File: src/rtl/ram_dma_bus_controller_pkg.sv
`default_nettype none
// ============================================================================
//  Module   : ram_dma_pkg
//  Purpose  : Shared constants for the SSRAM <-> burst-bus DMA controller:
//             FSM state encoding, config register indices, control/status
//             bit positions and a start-command helper.
//  Revision : 1.0  initial release
// ============================================================================
package ram_dma_pkg;

    // FSM state encoding
    localparam int         STATE_W   = 3;
    localparam logic [2:0] S_IDLE    = 3'd0;
    localparam logic [2:0] S_REQUEST = 3'd1;
    localparam logic [2:0] S_INIT    = 3'd2;
    localparam logic [2:0] S_READ    = 3'd3;
    localparam logic [2:0] S_WRITE   = 3'd4;
    localparam logic [2:0] S_CLOSE   = 3'd5;

    // Config register indices
    localparam logic [2:0] REG_BUS_START  = 3'd0;
    localparam logic [2:0] REG_MEM_START  = 3'd1;
    localparam logic [2:0] REG_BLOCK_SIZE = 3'd2;
    localparam logic [2:0] REG_BURST_SIZE = 3'd3;
    localparam logic [2:0] REG_CONTROL    = 3'd4;
    localparam logic [2:0] REG_STATUS     = 3'd5;

    // Control register bits
    localparam int CTRL_START_READ  = 0;
    localparam int CTRL_START_WRITE = 1;

    // Status register bits
    localparam int STAT_BUSY  = 0;
    localparam int STAT_ERROR = 1;

    // A start command is legal only when exactly one direction bit is set
    function automatic logic start_bits_valid(input logic [1:0] bits);
        return bits[CTRL_START_READ] ^ bits[CTRL_START_WRITE];
    endfunction

endpackage
`default_nettype wire

File: src/rtl/ram_dma_bus_controller_if.sv
`default_nettype none
// ============================================================================
//  Module   : ram_dma_bus_if
//  Purpose  : External burst-bus signal bundle between the DMA controller
//             (master) and the bus target/arbiter (slave).
//  Revision : 1.0  initial release
// ============================================================================
interface ram_dma_bus_if;

    logic        bus_request;
    logic        bus_grant;
    logic        begin_transaction;
    logic        read_not_write;
    logic [7:0]  burst_size_out;
    logic [3:0]  byte_enables;
    logic [31:0] address_data_out;
    logic        data_valid_out;
    logic        end_transaction_out;
    logic [31:0] address_data_in;
    logic        data_valid_in;
    logic        busy_in;
    logic        end_transaction_in;
    logic        bus_error_in;

    modport master (
        output bus_request,
        input  bus_grant,
        output begin_transaction,
        output read_not_write,
        output burst_size_out,
        output byte_enables,
        output address_data_out,
        output data_valid_out,
        output end_transaction_out,
        input  address_data_in,
        input  data_valid_in,
        input  busy_in,
        input  end_transaction_in,
        input  bus_error_in
    );

    modport slave (
        input  bus_request,
        output bus_grant,
        input  begin_transaction,
        input  read_not_write,
        input  burst_size_out,
        input  byte_enables,
        input  address_data_out,
        input  data_valid_out,
        input  end_transaction_out,
        output address_data_in,
        output data_valid_in,
        output busy_in,
        output end_transaction_in,
        output bus_error_in
    );

endinterface
`default_nettype wire

File: src/rtl/ram_dma_bus_controller_config_regs.sv
`default_nettype none
// ============================================================================
//  Module   : ram_dma_config_regs
//  Purpose  : CPU-visible DMA register file. Holds the transfer parameters,
//             flags control writes as start commands and provides a
//             combinational, zero-extended readback of the addressed register.
//  Revision : 1.0  initial release
// ============================================================================
module ram_dma_config_regs
    import ram_dma_pkg::*;
#(
    parameter int MEM_AW = 9,
    parameter int BLK_W  = 10
) (
    input  logic              clk,
    input  logic              rst,
    input  logic              we,
    input  logic [2:0]        addr,
    input  logic [31:0]       data_in,
    input  logic              busy,
    input  logic              error,
    output logic [31:0]       data_out,
    output logic [31:0]       bus_start,
    output logic [MEM_AW-1:0] mem_start,
    output logic [BLK_W-1:0]  block_size,
    output logic [7:0]        burst_size,
    output logic              ctrl_write,
    output logic [1:0]        ctrl_bits
);

    logic [1:0] control;
    logic       accept;

    // Writes are only honoured while no transfer is in flight
    assign accept     = we && !busy;
    assign ctrl_write = accept && (addr == REG_CONTROL);
    assign ctrl_bits  = data_in[1:0];

    // Register file update
    always_ff @(posedge clk or posedge rst) begin
        if (rst) begin
            bus_start  <= '0;
            mem_start  <= '0;
            block_size <= '0;
            burst_size <= '0;
            control    <= '0;
        end else if (accept) begin
            case (addr)
                REG_BUS_START:  bus_start  <= data_in;
                REG_MEM_START:  mem_start  <= data_in[MEM_AW-1:0];
                REG_BLOCK_SIZE: block_size <= data_in[BLK_W-1:0];
                REG_BURST_SIZE: burst_size <= data_in[7:0];
                REG_CONTROL:    control    <= data_in[1:0];
                default:        ;
            endcase
        end
    end

    // Readback mux; unused indices read as zero
    always_comb begin
        data_out = '0;
        case (addr)
            REG_BUS_START:  data_out = bus_start;
            REG_MEM_START:  data_out = 32'(mem_start);
            REG_BLOCK_SIZE: data_out = 32'(block_size);
            REG_BURST_SIZE: data_out = 32'(burst_size);
            REG_CONTROL:    data_out = 32'(control);
            REG_STATUS: begin
                data_out[STAT_BUSY]  = busy;
                data_out[STAT_ERROR] = error;
            end
            default:        data_out = '0;
        endcase
    end

endmodule
`default_nettype wire

File: src/rtl/ram_dma_bus_controller.sv
`default_nettype none
// ============================================================================
//  Module   : ram_dma_bus_controller
//  Purpose  : DMA engine on SSRAM port B. Moves a block of words between the
//             SSRAM and the external burst bus, split into bursts of at most
//             burst_size+1 words, in either direction.
//  Revision : 1.0  initial release
// ============================================================================
module ram_dma_bus_controller
    import ram_dma_pkg::*;
#(
    parameter  int NR_OF_ENTRIES  = 512,
    parameter  int MAX_BLOCK_SIZE = 1023,
    localparam int MEM_AW         = $clog2(NR_OF_ENTRIES),
    localparam int BLK_W          = $clog2(MAX_BLOCK_SIZE + 1)
) (
    input  logic              clk,
    input  logic              rst,
    // CPU configuration port
    input  logic              cfg_we,
    input  logic [2:0]        cfg_addr,
    input  logic [31:0]       cfg_data_in,
    output logic [31:0]       cfg_data_out,
    // External burst bus
    ram_dma_bus_if.master     bus,
    // SSRAM port B
    output logic [MEM_AW-1:0] mem_address,
    output logic              mem_write_enable,
    output logic [31:0]       mem_data_out,
    input  logic [31:0]       mem_data_in
);

    logic [STATE_W-1:0] state;
    logic               rnw;
    logic [31:0]        bus_addr;
    logic [MEM_AW-1:0]  mem_ptr;
    logic [BLK_W-1:0]   remaining;
    logic [8:0]         burst_len;
    logic [8:0]         words_done;
    logic               error;

    logic [31:0]        bus_start;
    logic [MEM_AW-1:0]  mem_start;
    logic [BLK_W-1:0]   block_size;
    logic [7:0]         burst_size;
    logic               ctrl_write;
    logic [1:0]         ctrl_bits;

    logic               busy;
    logic               start_ok;
    logic               start_conflict;
    logic [8:0]         burst_cap;
    logic [8:0]         next_len;
    logic               word_accept;
    logic               last_accept;
    logic               abort;

    ram_dma_config_regs #(
        .MEM_AW (MEM_AW),
        .BLK_W  (BLK_W)
    ) u_regs (
        .clk        (clk),
        .rst        (rst),
        .we         (cfg_we),
        .addr       (cfg_addr),
        .data_in    (cfg_data_in),
        .busy       (busy),
        .error      (error),
        .data_out   (cfg_data_out),
        .bus_start  (bus_start),
        .mem_start  (mem_start),
        .block_size (block_size),
        .burst_size (burst_size),
        .ctrl_write (ctrl_write),
        .ctrl_bits  (ctrl_bits)
    );

    // Command decode and per-burst length selection
    always_comb begin
        busy           = (state != S_IDLE);
        start_ok       = ctrl_write && start_bits_valid(ctrl_bits) && (block_size != '0);
        start_conflict = ctrl_write && (ctrl_bits == 2'b11);
        burst_cap      = {1'b0, burst_size} + 9'd1;
        // The tail burst is shorter when fewer words remain than a full burst
        if (BLK_W'(burst_cap) < remaining) begin
            next_len = burst_cap;
        end else begin
            next_len = 9'(remaining);
        end
        word_accept    = (state == S_WRITE) && !bus.busy_in;
        last_accept    = word_accept && ((words_done + 9'd1) == burst_len);
        abort          = busy && bus.bus_error_in;
    end

    // Bus and SSRAM outputs, all derived from the current state
    always_comb begin
        bus.bus_request         = busy;
        bus.begin_transaction   = (state == S_INIT);
        bus.read_not_write      = busy && rnw;
        bus.burst_size_out      = (state == S_INIT) ? 8'(burst_len - 9'd1) : 8'd0;
        bus.byte_enables        = ((state == S_INIT) || (state == S_READ) ||
                                   (state == S_WRITE) || (state == S_CLOSE)) ? 4'hF : 4'h0;
        bus.data_valid_out      = (state == S_WRITE);
        bus.end_transaction_out = (state == S_CLOSE) && !rnw;
        bus.address_data_out    = '0;
        if (state == S_INIT) begin
            bus.address_data_out = bus_addr;
        end else if (state == S_WRITE) begin
            bus.address_data_out = mem_data_in;
        end
        // Looking one word ahead on accept keeps the registered SSRAM read
        // output lined up with the next word to send, so bursts never bubble
        mem_address      = busy ? (mem_ptr + MEM_AW'(word_accept)) : '0;
        mem_write_enable = (state == S_READ) && bus.data_valid_in && !bus.bus_error_in;
        mem_data_out     = mem_write_enable ? bus.address_data_in : '0;
    end

    // Transfer FSM with its address, pointer and word counters
    always_ff @(posedge clk or posedge rst) begin
        if (rst) begin
            state      <= S_IDLE;
            rnw        <= 1'b0;
            bus_addr   <= '0;
            mem_ptr    <= '0;
            remaining  <= '0;
            burst_len  <= '0;
            words_done <= '0;
        end else begin
            case (state)
                S_IDLE: begin
                    if (start_ok) begin
                        state     <= S_REQUEST;
                        rnw       <= ctrl_bits[CTRL_START_READ];
                        bus_addr  <= bus_start;
                        mem_ptr   <= mem_start;
                        remaining <= block_size;
                    end
                end
                S_REQUEST: begin
                    if (bus.bus_grant) begin
                        state      <= S_INIT;
                        burst_len  <= next_len;
                        words_done <= '0;
                    end
                end
                S_INIT: begin
                    bus_addr  <= bus_addr + 32'({burst_len, 2'b00});
                    remaining <= remaining - BLK_W'(burst_len);
                    state     <= rnw ? S_READ : S_WRITE;
                end
                S_READ: begin
                    if (bus.data_valid_in) begin
                        mem_ptr <= mem_ptr + 1'b1;
                    end
                    if (bus.end_transaction_in) begin
                        state <= S_CLOSE;
                    end
                end
                S_WRITE: begin
                    if (word_accept) begin
                        mem_ptr    <= mem_ptr + 1'b1;
                        words_done <= words_done + 9'd1;
                    end
                    if (last_accept) begin
                        state <= S_CLOSE;
                    end
                end
                S_CLOSE: begin
                    state <= (remaining != '0) ? S_REQUEST : S_IDLE;
                end
                default: state <= S_IDLE;
            endcase
            // A bus error overrides every other transition
            if (abort) begin
                state <= S_IDLE;
            end
        end
    end

    // Sticky error flag: set by bus error or conflicting start, cleared by a good start
    always_ff @(posedge clk or posedge rst) begin
        if (rst) begin
            error <= 1'b0;
        end else if (abort || start_conflict) begin
            error <= 1'b1;
        end else if (start_ok) begin
            error <= 1'b0;
        end
    end

endmodule
`default_nettype wire

File: src/flat_wrapper.sv
// flat-port wrapper written by rule: the top's interface ports become plain ports
module ram_dma_bus_controller_flat import ram_dma_pkg::*;
#(
    parameter  int NR_OF_ENTRIES  = 512,
    parameter  int MAX_BLOCK_SIZE = 1023,
    localparam int MEM_AW         = $clog2(NR_OF_ENTRIES),
    localparam int BLK_W          = $clog2(MAX_BLOCK_SIZE + 1)
)
  (clk, rst, cfg_we, cfg_addr, cfg_data_in, cfg_data_out, mem_address, mem_write_enable, mem_data_out, mem_data_in, bus_bus_request, bus_bus_grant, bus_begin_transaction, bus_read_not_write, bus_burst_size_out, bus_byte_enables, bus_address_data_out, bus_data_valid_out, bus_end_transaction_out, bus_address_data_in, bus_data_valid_in, bus_busy_in, bus_end_transaction_in, bus_bus_error_in);
  ram_dma_bus_if bus_i ();
  input  logic clk;
  input  logic rst;
  input  logic cfg_we;
  input  logic [2:0] cfg_addr;
  input  logic [31:0] cfg_data_in;
  output logic [31:0] cfg_data_out;
  output logic [MEM_AW-1:0] mem_address;
  output logic mem_write_enable;
  output logic [31:0] mem_data_out;
  input  logic [31:0] mem_data_in;
  output wire logic [$bits(bus_i.bus_request)-1:0] bus_bus_request;
  input wire logic [$bits(bus_i.bus_grant)-1:0] bus_bus_grant;
  output wire logic [$bits(bus_i.begin_transaction)-1:0] bus_begin_transaction;
  output wire logic [$bits(bus_i.read_not_write)-1:0] bus_read_not_write;
  output wire logic [$bits(bus_i.burst_size_out)-1:0] bus_burst_size_out;
  output wire logic [$bits(bus_i.byte_enables)-1:0] bus_byte_enables;
  output wire logic [$bits(bus_i.address_data_out)-1:0] bus_address_data_out;
  output wire logic [$bits(bus_i.data_valid_out)-1:0] bus_data_valid_out;
  output wire logic [$bits(bus_i.end_transaction_out)-1:0] bus_end_transaction_out;
  input wire logic [$bits(bus_i.address_data_in)-1:0] bus_address_data_in;
  input wire logic [$bits(bus_i.data_valid_in)-1:0] bus_data_valid_in;
  input wire logic [$bits(bus_i.busy_in)-1:0] bus_busy_in;
  input wire logic [$bits(bus_i.end_transaction_in)-1:0] bus_end_transaction_in;
  input wire logic [$bits(bus_i.bus_error_in)-1:0] bus_bus_error_in;
  assign bus_bus_request = bus_i.bus_request;
  assign bus_i.bus_grant = bus_bus_grant;
  assign bus_begin_transaction = bus_i.begin_transaction;
  assign bus_read_not_write = bus_i.read_not_write;
  assign bus_burst_size_out = bus_i.burst_size_out;
  assign bus_byte_enables = bus_i.byte_enables;
  assign bus_address_data_out = bus_i.address_data_out;
  assign bus_data_valid_out = bus_i.data_valid_out;
  assign bus_end_transaction_out = bus_i.end_transaction_out;
  assign bus_i.address_data_in = bus_address_data_in;
  assign bus_i.data_valid_in = bus_data_valid_in;
  assign bus_i.busy_in = bus_busy_in;
  assign bus_i.end_transaction_in = bus_end_transaction_in;
  assign bus_i.bus_error_in = bus_bus_error_in;
  ram_dma_bus_controller #(.NR_OF_ENTRIES(NR_OF_ENTRIES), .MAX_BLOCK_SIZE(MAX_BLOCK_SIZE)) u_core (.clk(clk), .rst(rst), .cfg_we(cfg_we), .cfg_addr(cfg_addr), .cfg_data_in(cfg_data_in), .cfg_data_out(cfg_data_out), .bus(bus_i), .mem_address(mem_address), .mem_write_enable(mem_write_enable), .mem_data_out(mem_data_out), .mem_data_in(mem_data_in));
endmodule
File: config.mk
export PLATFORM = sky130hd
export DESIGN_NAME = ram_dma_bus_controller_flat
export DESIGN_NICKNAME = d
export VERILOG_FILES = /design/src/rtl/ram_dma_bus_controller_pkg.sv /design/src/rtl/ram_dma_bus_controller_if.sv /design/src/rtl/ram_dma_bus_controller_config_regs.sv /design/src/rtl/ram_dma_bus_controller.sv /design/src/flat_wrapper.sv
export SDC_FILE = /design/constraint.sdc
export NUM_CORES = 1
export LEC_CHECK = 0
export BUFFER_PORTS_ARGS = -buffer_cell sky130_fd_sc_hd__buf_2
export CAP_MARGIN = 0
export CORE_MARGIN = 8
export CORE_UTILIZATION = 54
export DETAILED_ROUTE_END_ITERATION = 8
export PLACE_DENSITY = 0.81
export SKIP_LAST_GASP = 1
export SYNTH_ARGS = -nofsm -noshare
export SYNTH_HDL_FRONTEND = slang
export SYNTH_SLANG_ARGS = --single-unit
File: constraint.sdc
create_clock -name clk -period 5.5 [get_ports clk]
set_input_delay 0.275 -clock clk [delete_from_list [all_inputs] [get_ports clk]]
set_output_delay 0.275 -clock clk [all_outputs]
set_load 0.02 [all_outputs]
==> key figures <==
Floorplan
  • Number of top-level pins: 230
  • Die W: roughly 140 um
  • Row cnt: between 40 and 50
  • Die height: ~140 um
  • Die ar.: around 21000 um^2
  • Core area: ~16000 um^2
  • Starting Density: between 50% and 60%

Timing
  • Max Freq: roughly 280 MHz
  • Hold WS: roughly 0.0087 ns
  • Layout Skew: 0.007434 ns
  • Post-layout min period: 3.598 ns
  • Final Max Tran Viols: 0
  • # setup viols final: 0
  • Final Hold Viols: 0
  • Worst slew pin tran: 1.199 ns
  • Max-slew headroom: about a fifth
  • RSZ-0062 raised after global routing: false
  • Post-Route Setup TNS: 0 ns
  • Period utilization: between 60% and 70%

Global routing
  • Largest net degree at the start of global routing: 83
  • Number of global-route vias before repair: about 8000
  • Antenna violations before repair: 0
  • First-pass GRT wire length: 42240 um
  • Global-route usage over all layers: 26.16%
  • Overflow after GRT: 0

Synth
  • Post-synthesis cell type count: between 60 and 70
  • Commonest cells in the netlist: dfrtp_1, nand2_1, nor2_1
  • Post-Synthesis Cell Area: about 8800 um^2
  • Sequential element share of the synthesized area: between 30 and 40%
  • Seq cells post-synth: roughly 140
  • Area leader, netlist: dfrtp_1
  • Synth area leaders: dfrtp_1, mux2_2, ha_1
  • Ys Warns: 0
  • Predominant post-synthesis flop cell: dfrtp_1
  • Number of synthesized flops with an enable pin: 0
  • Post-synthesis async set-or-reset flop share: 100.0%
  • Post-synth top area share: between 30% and 40%
  • Most frequent cell after synthesis: dfrtp_1
  • Mapped Nets: ~1100
  • Post-Synthesis Cells: 951
  • Synth Area per Inst: approximately 9.2 um^2

Layout
  • Area of the multi-input gates: roughly 5100 um^2
  • Layout cells sized above 1: around 30%
  • Fill cell count: 1333
  • Register area: around 3400 um^2
  • Final nets: ~1300
  • ANT cells: 0
  • Area overhead of the layout relative to synthesis: 21.19%

Setup path
  • Critical path endpoint category: output port
  • Worst path top cell family by delay: simple AND/OR/NAND/NOR gates
  • Startpoint Class: register
  • Slowest stage delay, CP: about 0.57 ns
  • Setup CP Type: reg2out
  • Worst EP arrival: around 3.3 ns
  • Critical-path top delay cell: or3_1
  • CP cell instances: nand2b_1, or3_1, clkinv_1, ha_1, ha_1, nand3_1, or3_1, a21oi_1, buf_2
  • Crit Path Max Fanout: 14
  • CP required: ~5.2 ns
  • Worst path bufs/invs: 2

Detailed routing
  • Post-DR vias/cell: 5.929
  • Final wirelength: around 27000 um
  • Drt initial violations: 780
  • Wire per inst: about 19 um
  • Antenna Nets Post-Route: 0
  • Post-route DRC: 0
  • Drt first pass iters: 5
  • Total number of vias: between 8000 and 9000

CTS
  • TritonCTS clock tree: yes
  • CTS root buf: clkbuf_16
  • Skew-Pair Late Insertion Delay: 0.43 ns
  • Clock transition at the registers of the reported paths: approximately 0.060 ns
  • CTS Sinks: between 100 and 150
  • CTS Buf Count: 17
  • Clock buffer depth: 2
  • H-tree level count: 4
  • Number of setup buffers added after CTS: 0
  • CTS resizes: 0
  • CTS Hold Bufs: 0

Hold path
  • Worst hold path class: in2async

Placed design
  • GP Congestion: between 0.9 and 1
  • Buffers added on ports: 229
  • Hpwl dp: around 20000 um

Outcome
  • Outcome: finished clean

Pwr
  • Leakage dissipation: 5.195 nW
  • VDD IR max: between 0.3 and 0.4 mV
  • PwrDens: 562.6 nW/um^2

Flow run
  • Max-Cap Viols: 0
[layout by cell type (no fill, tap or decap), drive strengths merged, types with 3 or more instances in the layout]
cell type,netlist,layout
a211oi,12,12
o31ai,5,5
o311ai,3,3
ha,33,33
a21boi,3,3
nor2b,10,10
dfrtp,135,135
and3,10,10
xor2,11,11
nand2b,10,10
mux4,6,6
clkbuf,34,20
nor3,14,14
nand3,39,39
xnor2,31,31
inv,28,33
mux2,63,63
o221a,7,7
mux2i,17,17
or3,8,8
buf,21,236
nand4,9,9
nor2,73,73
nor4,5,5
and2,65,65
nor3b,3,3
a21o,10,10
clkinv,1,4
a22o,29,29
and4,6,6
nand2,88,88
o22ai,14,14
a31oi,16,16
o21a,3,3
o211ai,5,5
o21ai,52,52
a21oi,47,47
[per-stage QoR]
step	utilization, %	area, um^2	worst slack [ns]	power (mW)	std cells
2_1_floorplan	-	8796	1.614	3.969	951
3_3_place_gp	63.30	10060	2.241	4.670	1348
3_5_place_dp	63.30	10060	2.138	4.768	1348
4_1_cts	67.11	10660	1.903	5.970	1380
5_1_grt	67.11	10660	1.658	6.394	1380
6_report	67.11	10660	1.902	5.997	1380
[sequential cells by signal, indices dropped and copies added (netlist names)]
name,count
u_core.remaining,10
u_core.u_regs.mem_start,9
u_core.rnw,1
u_core.state,3
u_core.words_done,9
u_core.error,1
u_core.bus_addr,32
u_core.burst_len,9
u_core.u_regs.burst_size,8
u_core.mem_ptr,9
u_core.u_regs.bus_start,32
u_core.u_regs.control,2
u_core.u_regs.block_size,10
[cell type report]
type	instances	share of cell area, %
repair buffers	236	11.24
flip-flops and latches	135	31.69
well taps	216	2.535
clock buffers	20	4.378
clock inverters	12	1.291
inverters	29	1.068
multi-input cells	732	47.79
[cells by family (layout without fill, tap and decap cells)]
logic type / after synthesis / after routing / share of synthesized area [%]
compound gates: 220 / 220 / 16.50
xor+xnor: 42 / 42 / 4.182
fa+ha+maj: 35 / 35 / 5.149
buf+inv: 84 / 297 / 3.869
flops: 135 / 135 / 38.41
mux: 86 / 86 / 11.54
simple gates: 349 / 349 / 20.36
[worst paths after layout]
kind                                    startpoint                          end  slack, ns  depth (start not counted)
min in group clk                   cfg_data_in[26]  u_core.u_regs.bus_start[26]       0.07                          2
worst min register to register  u_core.bus_addr[0]           u_core.bus_addr[0]       0.48                          2
worst max-delay path               u_core.state[1]               mem_address[8]       1.90                          9
worst max register to register     u_core.state[1]          u_core.bus_addr[31]       2.06                          7
worst min-delay path                           rst           u_core.bus_addr[5]      0.009                          2
max in group asynchronous                      rst   u_core.u_regs.bus_start[5]       4.30                          3
[where the power goes]
part	internal (mW)	switching, mW
Clock	0.709	0.460
Sequential	1.45	0.609
Combinational	1.24	1.53
Total	3.40	2.60
[metal layers]
metal | global-route usage (%) | vias up | share of wire, %
met5 | 0 | - | 0
met4 | 8.799 | 0 | 2.2
met3 | 5.076 | 50 | 6.6
met2 | 43.61 | 328 | 50
met1 | 33.41 | 3973 | 41
li1 | - | 3831 | -
No activity file was read; power rests on OpenSTA's default activity.
